## src/rtl/din_burst_arbiter_if.sv

```systemverilog
// Bundle of the arbiter's requester-side and packer-side signals.
// The master modport is the arbiter; the slave modport is its environment.
interface din_burst_arbiter_if;
  logic       arb_en;
  logic       req0;
  logic       req1;
  logic [1:0] din0;
  logic [1:0] din1;
  logic       gnt0;
  logic       gnt1;
  logic [1:0] dout;
  logic       dout_en;
  logic       dout_src;
  logic       busy;

  modport master (
    input  arb_en, req0, req1, din0, din1,
    output gnt0, gnt1, dout, dout_en, dout_src, busy
  );

  modport slave (
    output arb_en, req0, req1, din0, din1,
    input  gnt0, gnt1, dout, dout_en, dout_src, busy
  );
endinterface

```

## src/rtl/din_burst_arbiter.sv

```systemverilog
// Two-requester round-robin arbiter feeding a 2-bit to 8-bit packer.
// Each grant is a 4-beat burst (one packed byte); beats are registered
// once and tagged with their source. A fixed idle gap follows every burst
// so the packer's beat counter realigns between bytes.
module din_burst_arbiter #(
  parameter int IDLE_GAP = 1
) (
  input logic                  clk,
  input logic                  rstn,
  din_burst_arbiter_if.master  bus
);

  typedef enum logic [1:0] {IDLE, BURST, GAP} state_t;

  // Last GAP count value before returning to IDLE; unused when IDLE_GAP is 0.
  localparam logic [3:0] GAP_LAST = (IDLE_GAP > 0) ? 4'(IDLE_GAP - 1) : 4'd0;

  state_t     state;
  state_t     state_nxt;
  logic [1:0] beat_cnt;
  logic [3:0] gap_cnt;
  // Owner of the current/most recent burst; doubles as the round-robin pointer.
  logic       last_owner;
  logic       pick;

  logic [1:0] dout_p1;
  logic       dout_en_p1;
  logic       dout_src_p1;

  // Round-robin choice and next-state decode.
  always_comb begin
    state_nxt = state;
    pick      = 1'b0;
    if (bus.req0 && bus.req1) begin
      pick = ~last_owner;
    end else begin
      pick = bus.req1;
    end
    case (state)
      IDLE: begin
        if (bus.arb_en && (bus.req0 || bus.req1)) begin
          state_nxt = BURST;
        end
      end
      BURST: begin
        if (beat_cnt == 2'd3) begin
          state_nxt = (IDLE_GAP > 0) ? GAP : IDLE;
        end
      end
      GAP: begin
        if (gap_cnt == GAP_LAST) begin
          state_nxt = IDLE;
        end
      end
      default: state_nxt = IDLE;
    endcase
  end

  // State, counters and the round-robin pointer.
  always_ff @(posedge clk) begin
    if (!rstn) begin
      state      <= IDLE;
      beat_cnt   <= 2'd0;
      gap_cnt    <= 4'd0;
      last_owner <= 1'b1;
    end else begin
      state    <= state_nxt;
      beat_cnt <= (state == BURST) ? beat_cnt + 2'd1 : 2'd0;
      gap_cnt  <= (state == GAP) ? gap_cnt + 4'd1 : 4'd0;
      if (state == IDLE && state_nxt == BURST) begin
        last_owner <= pick;
      end
    end
  end

  // Stage p1: register the granted requester's beat toward the packer.
  always_ff @(posedge clk) begin
    if (!rstn) begin
      dout_p1     <= 2'd0;
      dout_en_p1  <= 1'b0;
      dout_src_p1 <= 1'b0;
    end else begin
      dout_en_p1 <= (state == BURST);
      if (state == BURST) begin
        dout_p1     <= last_owner ? bus.din1 : bus.din0;
        dout_src_p1 <= last_owner;
      end
    end
  end

  assign bus.gnt0     = (state == BURST) && !last_owner;
  assign bus.gnt1     = (state == BURST) && last_owner;
  assign bus.busy     = (state != IDLE);
  assign bus.dout     = dout_p1;
  assign bus.dout_en  = dout_en_p1;
  assign bus.dout_src = dout_src_p1;

endmodule

```

## src/flat_wrapper.sv

```systemverilog
// flat-port wrapper written by rule: the top's interface ports become plain ports
module din_burst_arbiter_flat 
#(
  parameter int IDLE_GAP = 1
)
  (clk, rstn, bus_arb_en, bus_req0, bus_req1, bus_din0, bus_din1, bus_gnt0, bus_gnt1, bus_dout, bus_dout_en, bus_dout_src, bus_busy);
  din_burst_arbiter_if bus_i ();
  input logic clk;
  input logic rstn;
  input wire logic [$bits(bus_i.arb_en)-1:0] bus_arb_en;
  input wire logic [$bits(bus_i.req0)-1:0] bus_req0;
  input wire logic [$bits(bus_i.req1)-1:0] bus_req1;
  input wire logic [$bits(bus_i.din0)-1:0] bus_din0;
  input wire logic [$bits(bus_i.din1)-1:0] bus_din1;
  output wire logic [$bits(bus_i.gnt0)-1:0] bus_gnt0;
  output wire logic [$bits(bus_i.gnt1)-1:0] bus_gnt1;
  output wire logic [$bits(bus_i.dout)-1:0] bus_dout;
  output wire logic [$bits(bus_i.dout_en)-1:0] bus_dout_en;
  output wire logic [$bits(bus_i.dout_src)-1:0] bus_dout_src;
  output wire logic [$bits(bus_i.busy)-1:0] bus_busy;
  assign bus_i.arb_en = bus_arb_en;
  assign bus_i.req0 = bus_req0;
  assign bus_i.req1 = bus_req1;
  assign bus_i.din0 = bus_din0;
  assign bus_i.din1 = bus_din1;
  assign bus_gnt0 = bus_i.gnt0;
  assign bus_gnt1 = bus_i.gnt1;
  assign bus_dout = bus_i.dout;
  assign bus_dout_en = bus_i.dout_en;
  assign bus_dout_src = bus_i.dout_src;
  assign bus_busy = bus_i.busy;
  din_burst_arbiter #(.IDLE_GAP(IDLE_GAP)) u_core (.clk(clk), .rstn(rstn), .bus(bus_i));
endmodule
```

## config.mk

```make
export PLATFORM = sky130hd
export DESIGN_NAME = din_burst_arbiter_flat
export DESIGN_NICKNAME = d
export VERILOG_FILES = /design/src/rtl/din_burst_arbiter_if.sv /design/src/rtl/din_burst_arbiter.sv /design/src/flat_wrapper.sv
export SDC_FILE = /design/constraint.sdc
export NUM_CORES = 1
export LEC_CHECK = 0
export BUFFER_PORTS_ARGS = -buffer_cell sky130_fd_sc_hd__buf_2
export CELL_PAD_IN_SITES_DETAIL_PLACEMENT = 1
export CELL_PAD_IN_SITES_GLOBAL_PLACEMENT = 1
export CORE_MARGIN = 3
export CORE_UTILIZATION = 40
export CTS_BUF_LIST = sky130_fd_sc_hd__clkbuf_4 sky130_fd_sc_hd__clkbuf_8
export CTS_CLUSTER_SIZE = 25
export DETAILED_ROUTE_END_ITERATION = 16
export PLACE_DENSITY = 0.89
export SETUP_SLACK_MARGIN = 0.3
export SKIP_LAST_GASP = 1
export SYNTH_ARGS = -nofsm -noshare
export SYNTH_HDL_FRONTEND = slang
export SYNTH_SLANG_ARGS = --single-unit
```

## constraint.sdc

```tcl
create_clock -name clk -period 1.7 [get_ports clk]
set_input_delay 0 -clock clk [delete_from_list [all_inputs] [get_ports clk]]
set_output_delay 0 -clock clk [all_outputs]
set_load 0.005 [all_outputs]
```

Yosys cells after proc, flatten, opt, wreduce, memory -nomap -nowiden. Cells that the tools add are included. W data, S select, Z words.

Shift-type cells: 0. $lt $le $gt $ge: 0. Div/mod/pow operators: 0. Multiply operators: 0. Reduce and logical (&&, ||, !) cells: 12. Muxes and demuxes: 6. Add/sub/neg operators: 2. Equal/unequal tests: 4. Bitwise gates (word level): 1.

Operator list (number): $mux W2 (4); $pmux W2 S3 (1); $logic_and A1 B1 Y1 (5); $add A4 B1 Y4 const B (1); $eq A2 B1 Y1 const B (2); $eq A2 B2 Y1 const B (2); $logic_not A4 Y1 (1); $reduce_and A2 Y1 (2); $add A2 B1 Y2 const B (1); $logic_not A2 Y1 (1); $reduce_bool A2 Y1 (1); $logic_not A1 Y1 (1); $logic_or A1 B1 Y1 (1); $mux W1 (1); $not A1 Y1 (1).

Latch bits: 0. Memories kept: 0. Bits in registers: 13. Bits of input ports: 9. Word-level logic and storage cells: 32. Bits in read-only memories: 0. Memory bits (writable): 0. Output and inout bits: 7.

Longest topological paths before layout. Gate-level depths: netlist of run 1.

Depth after elaboration: 6. Depth in mapped cells: 4. Gate-level depth less buffers: 4.

Worst setup path after synthesis of run 1. OpenSTA, ideal clock, no wires.

Path type: reg2reg. Start point: reg u_core.state[1]. End point: reg u_core.dout_src_p1, in the netlist u_core.bus.dout_src. Period minus slack after synthesis: 0.910 ns. Cell stages (with the launch flop): 4. Arrival time: 0.796 ns. Slack: 0.790 ns. Buffers on the path: 0. Cell sequence: dfxtp_1 -> nor2b_4 -> and2_4 -> o21a_1.

Longest elaborated chain between the ends: 1.

RTL lines: from (decl) (RTL line din_burst_arbiter.sv:18) `state_t state;`; from (signal assigned) (RTL line din_burst_arbiter.sv:67) `state <= state_nxt;`; $eq A2 B1 Y1 (RTL line din_burst_arbiter.sv:84) `if (state == BURST) begin`; to (signal assigned) (RTL line din_burst_arbiter.sv:86) `dout_src_p1 <= last_owner;`; to (decl) (RTL line din_burst_arbiter.sv:28) `logic dout_src_p1;`.

No other way between the ends. A chain may end at the register's enable or synchronous reset.

Worst setup path after layout of run 1.
Start point: reg u_core.state[0]. End point: out bus_gnt1.

Longest elaborated chain between the ends: 2.

RTL lines: $eq A2 B1 Y1 (RTL line din_burst_arbiter.sv:92) `assign bus.gnt1 = (state == BURST) && last_owner;`; $logic_and A1 B1 Y1 (RTL line din_burst_arbiter.sv:92); to (decl) (RTL line flat_wrapper.sv:16) `output wire logic [$bits(bus_i.gnt1)-1:0] bus_gnt1;`.

No other way between the ends.

==> metrics.txt, run 1 <==
Lkg Pwr=0.326 nW; # DRC=0; total nets after synthesis=66; number of warnings printed during yosys synthesis=0; post-route antenna net violation count=0; total global routing track utilization=16.6%; register share of total power=53.4%; post_cts resized=0; routed length on met2=645 um; Final Hold Viols=0; net total in the final layout=87; H-tree depth=1; power per unit of standard cell area=930 nW/um^2; Critical Path Fanout Max=8; CORE AREA=1170 um^2; cell area after synthesis=529 um^2; data required time of the worst path=1.70 ns; Setup Buffers After CTS=0; Slew Viols, Final=0; wire length of the first global-routing pass=2100 um; Post-synth EDFFs=0; root buf cell=clkbuf_4; Cell Count Post-Placement=82; highest clock frequency the design can meet=820 MHz; Area contributors post-synth=dfxtp_1, ha_1, nor2_1, mux2i_1, o21ai_0; non-filler cells, final=88; TritonRoute pass-1 iters=4; fraction of post-synthesis cell area in the top cell type by area=49.2%; Placer Congestion=0.676; final setup vio count=0; # port buffers=15; placed instance area=617 um^2; estimated wirelength of the detail-placed design=839 um; largest net degree at the start of global routing=10; final worst slack=0.481 ns; CTS hold repair buffers=2; Post-Route Hold Slack=0.0132 ns; per-cell via count in the routed design=5.19; die height=42.4 um; cell with the most instances after synthesis=dfxtp_1; leading area contributor after synthesis=dfxtp_1; clock buffers created by TritonCTS=3; Post-synth top cells=dfxtp_1, nor2_1, inv_1, o21ai_0; share of synthesized area occupied by flip-flops and latches=49.2%; Hold Crit Class=input port to flop; part of the total power dissipated in combinational logic=12.4%; met3 layer wire length in the routed design=73 um; critical path endpoint category=primary output; unrepaired setup endpoints after global routing=false; Post-Syn Area per Cell=9.80 um^2; critical path start-end classification=flop to primary output; Tcrit/Tclk final=71.7%; initial core utilization=45.2%; Final Skew=0.00135 ns; number of antenna violations at the first check in global routing=0; final routed wirelength across all metal layers=1230 um; TritonCTS clock tree=yes; result of the run=finished clean; register bit count reported by yosys=13; total net switching power=0.150 mW; final total negative setup slack=0 ns; latest clock arrival within the worst-skew pair=0.28 ns; Worst setup SP type=flop; number of clock sinks=13; async set-or-reset flop fraction in the synthesized netlist=0%; number of instances in the synthesized netlist=54; overflow left after global routing=0; Primary FF master, synth=dfxtp_1; Final Util=56.9%; post-route standard cell area excluding fillers=667 um^2; headroom to the max-slew limit=82.4%; post-route total power=0.620 mW; routed wirelength normalized by instance count=14.0 um; portion of total power attributed to the clock network=34.2%; maximum vdd ir drop=0.507 mV; Metal-1 WL=475 um; Max Cap Viol=0; shortest clock period the worst path allows after layout=1.22 ns; via count of the first global-routing pass=456; clock-pin slew on the worst setup and hold paths=0.08 ns; overall die width=42.4 um; number of library cell types mapped by synthesis=25; # diodes=0; worst setup slack after placement=0.689 ns; Total Die Area=1800 um^2; ratio of cells with drive above 1 in the final layout=32.4%; Iter 0 DRT Violations=2; data arrival at the endpoint of the critical path=1.22 ns; vias post-DR=457; Max Buffers Root-to-Sink=2; Top Ports=16; Placement Rows=12; Switching Fraction=24.2%; Synth-to-Final Area Change=26.0%; Internal=0.470 mW; transition time at the pin with the least slew margin=0.263 ns; max layer used=met4
==> cell usage in the layout, fill, tap and decap left out <==
cell type	n
nand2_1	1
o211ai_1	1
o21ai_0	4
o21a_1	1
nor3b_1	1
and2_1	1
nor2b_4	1
nor3b_2	1
o21ai_1	1
a21oi_1	3
ha_1	3
xnor2_1	1
or2_2	1
mux2i_1	2
nand3b_1	1
clkbuf_4	4
xor2_1	1
dlygate4sd3_1	2
dfxtp_1	13
and2_4	1
nand2b_1	1
buf_2	15
nand3_1	2
and3_1	1
and3_2	1
inv_1	4
nor2_1	6
==> registers in the layout (all words and copies together) (netlist names) <==
signal               cells
u_core.gap_cnt           4
u_core.beat_cnt          2
u_core.bus.dout          2
u_core.state             2
u_core.bus.dout_en       1
u_core.bus.dout_src      1
u_core.last_owner        1
==> routing by layer <==
layer  track usage, %  vias up
li1                 -      222
met4             11.2        0
met2             28.6       12
met3             5.58        5
met5                0        -
met1             16.6      218
==> worst paths after layout <==
check                                   startpoint                  to  slack, ns  cells past startpoint
worst min-delay path                      bus_req1   u_core.last_owner       0.01                      3
worst max-delay path               u_core.state[0]            bus_gnt1       0.48                      3
worst min register to register  u_core.beat_cnt[0]  u_core.beat_cnt[0]       0.43                      1
worst max register to register     u_core.state[1]   u_core.last_owner       0.67                      3
==> kinds of logic after synthesis <==
group                    Yosys count  share of synthesized area [%]
XOR/XNOR                           2                           3.31
adder cells (fa/ha/maj)            3                           7.09
flip-flops                        13                           49.2
multiplexers                       2                           3.78
AND/OR/NAND/NOR                   19                           22.5
buffers and inverters              5                           3.78
AO/OA/AOI/OAI                     10                           10.4
==> critical path, stage by stage, from the launching register on <==
cell and delay [ns]:
dfxtp_1 0.41, nor2b_4 0.26, and2_4 0.17, buf_2 0.10
==> power groups by stage <==
| stage | clock (mW) | sequential [mW] | combinational, mW |
|---|---|---|---|
| 2_1_floorplan | 0 | 0.338 | 0.0407 |
| 3_3_place_gp | 0 | 0.337 | 0.0696 |
| 3_5_place_dp | 0 | 0.339 | 0.0716 |
| 4_1_cts | 0.217 | 0.332 | 0.0775 |
| 5_1_grt | 0.231 | 0.334 | 0.0861 |
| 6_report | 0.212 | 0.331 | 0.0766 |
==> cell type report <==
cell class | count | area, um^2
clock buffer | 4 | 30.0
fill | 140 | 504
inverter | 4 | 15.0
multi-input combinational | 36 | 249
sequential | 13 | 260
tap | 14 | 17.5
timing repair buffer | 17 | 95.1
Power figures use the tool's default switching activity.
==> run 2, diff against run 1 <==
--- a/config.mk
+++ b/config.mk
@@ -8,12 +8,13 @@
 export BUFFER_PORTS_ARGS = -buffer_cell sky130_fd_sc_hd__buf_2
 export CELL_PAD_IN_SITES_DETAIL_PLACEMENT = 1
 export CELL_PAD_IN_SITES_GLOBAL_PLACEMENT = 1
+export CORE_ASPECT_RATIO = 0.9
 export CORE_MARGIN = 3
-export CORE_UTILIZATION = 40
+export CORE_UTILIZATION = 34
 export CTS_BUF_LIST = sky130_fd_sc_hd__clkbuf_4 sky130_fd_sc_hd__clkbuf_8
 export CTS_CLUSTER_SIZE = 25
 export DETAILED_ROUTE_END_ITERATION = 16
-export PLACE_DENSITY = 0.89
+export PLACE_DENSITY = 0.81
 export SETUP_SLACK_MARGIN = 0.3
 export SKIP_LAST_GASP = 1
 export SYNTH_ARGS = -nofsm -noshare
==> constraint.sdc (replaced) <==
create_clock -name clk -period 1.05 [get_ports clk]
set_input_delay 0 -clock clk [delete_from_list [all_inputs] [get_ports clk]]
set_output_delay 0 -clock clk [all_outputs]
set_load 0.005 [all_outputs]
==> run 2 against run 1 <==
Effect of this change: cell area is 11% higher; clock skew increased by 0.0047 ns; first-iteration DRC count rose by 50%; non-clock buffer count is 2 higher; largest power group unchanged; highest routed layer unchanged.
==> metrics.txt, run 2 (synthesized netlist as in run 1, its figures left out) <==
result of the run=finished clean; estimated wirelength of the detail-placed design=818 um; clock-pin slew on the worst setup and hold paths=0.08 ns; overall die width=47.6 um; via count of the first global-routing pass=453; power per unit of standard cell area=1400 nW/um^2; data required time of the worst path=1.05 ns; highest clock frequency the design can meet=954 MHz; Max Buffers Root-to-Sink=2; Switching Fraction=24.0%; Lkg Pwr=0.351 nW; data arrival at the endpoint of the critical path=1.05 ns; Final Hold Viols=0; root buf cell=clkbuf_4; part of the total power dissipated in combinational logic=15.1%; commonest non-fill, non-tap cell in the layout=buf_2; vias post-DR=456; total net switching power=0.249 mW; transition time at the pin with the least slew margin=0.229 ns; Total Die Area=2070 um^2; Top reg by flops=u_core.gap_cnt; Final Skew=0.00602 ns; # port buffers=15; Post-Route Hold Slack=0.0148 ns; CORE AREA=1340 um^2; final routed wirelength across all metal layers=1220 um; Synth-to-Final Area Change=40.2%; register share of total power=52.0%; critical path start-end classification=flop to primary output; # DRC=0; clock buffers created by TritonCTS=3; number of antenna violations at the first check in global routing=0; area of all sequential standard cells=278 um^2; number of clock sinks=13; portion of total power attributed to the clock network=32.9%; Placer Congestion=0.682; maximum vdd ir drop=0.594 mV; Final Util=55.5%; Slew Viols, Final=0; routed wirelength normalized by instance count=13.6 um; net total in the final layout=89; Worst setup SP type=flop; final setup vio count=0; Iter 0 DRT Violations=3; die height=43.4 um; area of the multi-input gates=279 um^2; largest net degree at the start of global routing=10; overflow left after global routing=0; Placement Rows=12; Hold Crit Class=input port to flop; post-route total power=1.04 mW; Largest register FFs=4; Hold Path Depth=2; headroom to the max-slew limit=84.7%; H-tree depth=1; filler cell count in the final layout=160; ratio of cells with drive above 1 in the final layout=55.3%; shortest clock period the worst path allows after layout=1.05 ns; latest clock arrival within the worst-skew pair=0.28 ns; per-cell via count in the routed design=5.07; number of cells on the worst reg-to-reg path=4; initial core utilization=39.6%; Tcrit/Tclk final=99.9%; TritonCTS clock tree=yes; wire length of the first global-routing pass=1900 um; unrepaired setup endpoints after global routing=true; total global routing track utilization=13.9%; Max Cap Viol=0; Critical Path Fanout Max=5; # diodes=0; Top Ports=16; critical path endpoint category=primary output; most frequent cells in the layout=buf_2, dfxtp_2, nor2_1; post-route antenna net violation count=0; Internal=0.787 mW; TritonRoute pass-1 iters=3
run 2: cell count changes in the layout (fill, tap and decap cells not counted), moves of 3 or more:
cell / before / now
dfxtp_1: 13 / 3
dfxtp_2: 0 / 8
o21ai_0: 4 / 1
o21ai_1: 1 / 4
run 2: worst max-delay path: stages (launching register included):
cell and delay, ns:
dfxtp_4 0.37, nor2b_4 0.15, and2_4 0.16, buf_6 0.09
run 2: area by class of cell:
class,instances,share of cell area (%)
Clock buffer,4,4.05
Inverter,4,2.02
Multi-Input combinational cell,36,37.6
Sequential cell,13,37.4
Tap cell,14,2.36
Timing Repair Buffer,19,16.5
run 2: path summary, 6_finish.rpt:
kind	start	slack [ns]	endpoint
hold / removal	rstn	0.01	u_core.last_owner
setup reg to reg	u_core.state[0]	0.02	u_core.bus.dout_src
hold reg to reg	u_core.beat_cnt[0]	0.44	u_core.beat_cnt[0]
setup / recovery	u_core.state[0]	0.002	bus_gnt1
run 2: metal layers:
metal,global-route usage [%],wire length (um),share of wire [%],up-vias
met5,0,0,0,-
met3,7.47,73,6.0,5
met2,21.9,611,50,12
met1,14.3,503,41,214
met4,8.06,34,2.8,0
li1,-,-,-,225
run 2: power groups by stage:
stage | registers, mW | clock network (mW) | logic (mW)
after floorplan | 0.548 | 0 | 0.0661
after global placement | 0.548 | 0 | 0.114
after detailed placement | 0.550 | 0 | 0.116
after CTS | 0.537 | 0.365 | 0.149
after global routing | 0.543 | 0.390 | 0.172
final | 0.539 | 0.341 | 0.156
run 2: through the flow:
step / instance area [um^2] / setup slack (ns) / instances / TNS [ns]
2_1_floorplan: 556 / 0.166 / 54 / 0
3_3_place_gp: 643 / 0.118 / 82 / 0
3_5_place_dp: 643 / 0.0869 / 82 / 0
4_1_cts: 729 / 0.0000123 / 89 / 0
5_1_grt: 742 / -0.0537 / 90 / -0.0800
6_report: 742 / 0.00155 / 90 / 0
run 2: what timing repair did:
item	in CTS	in global routing
endpoints found under the hold margin	1	0
buffers inserted	1	1
resized for setup	10	4
pin swaps	3	2
endpoints found under the setup margin	16	20
hold buffers	2	0
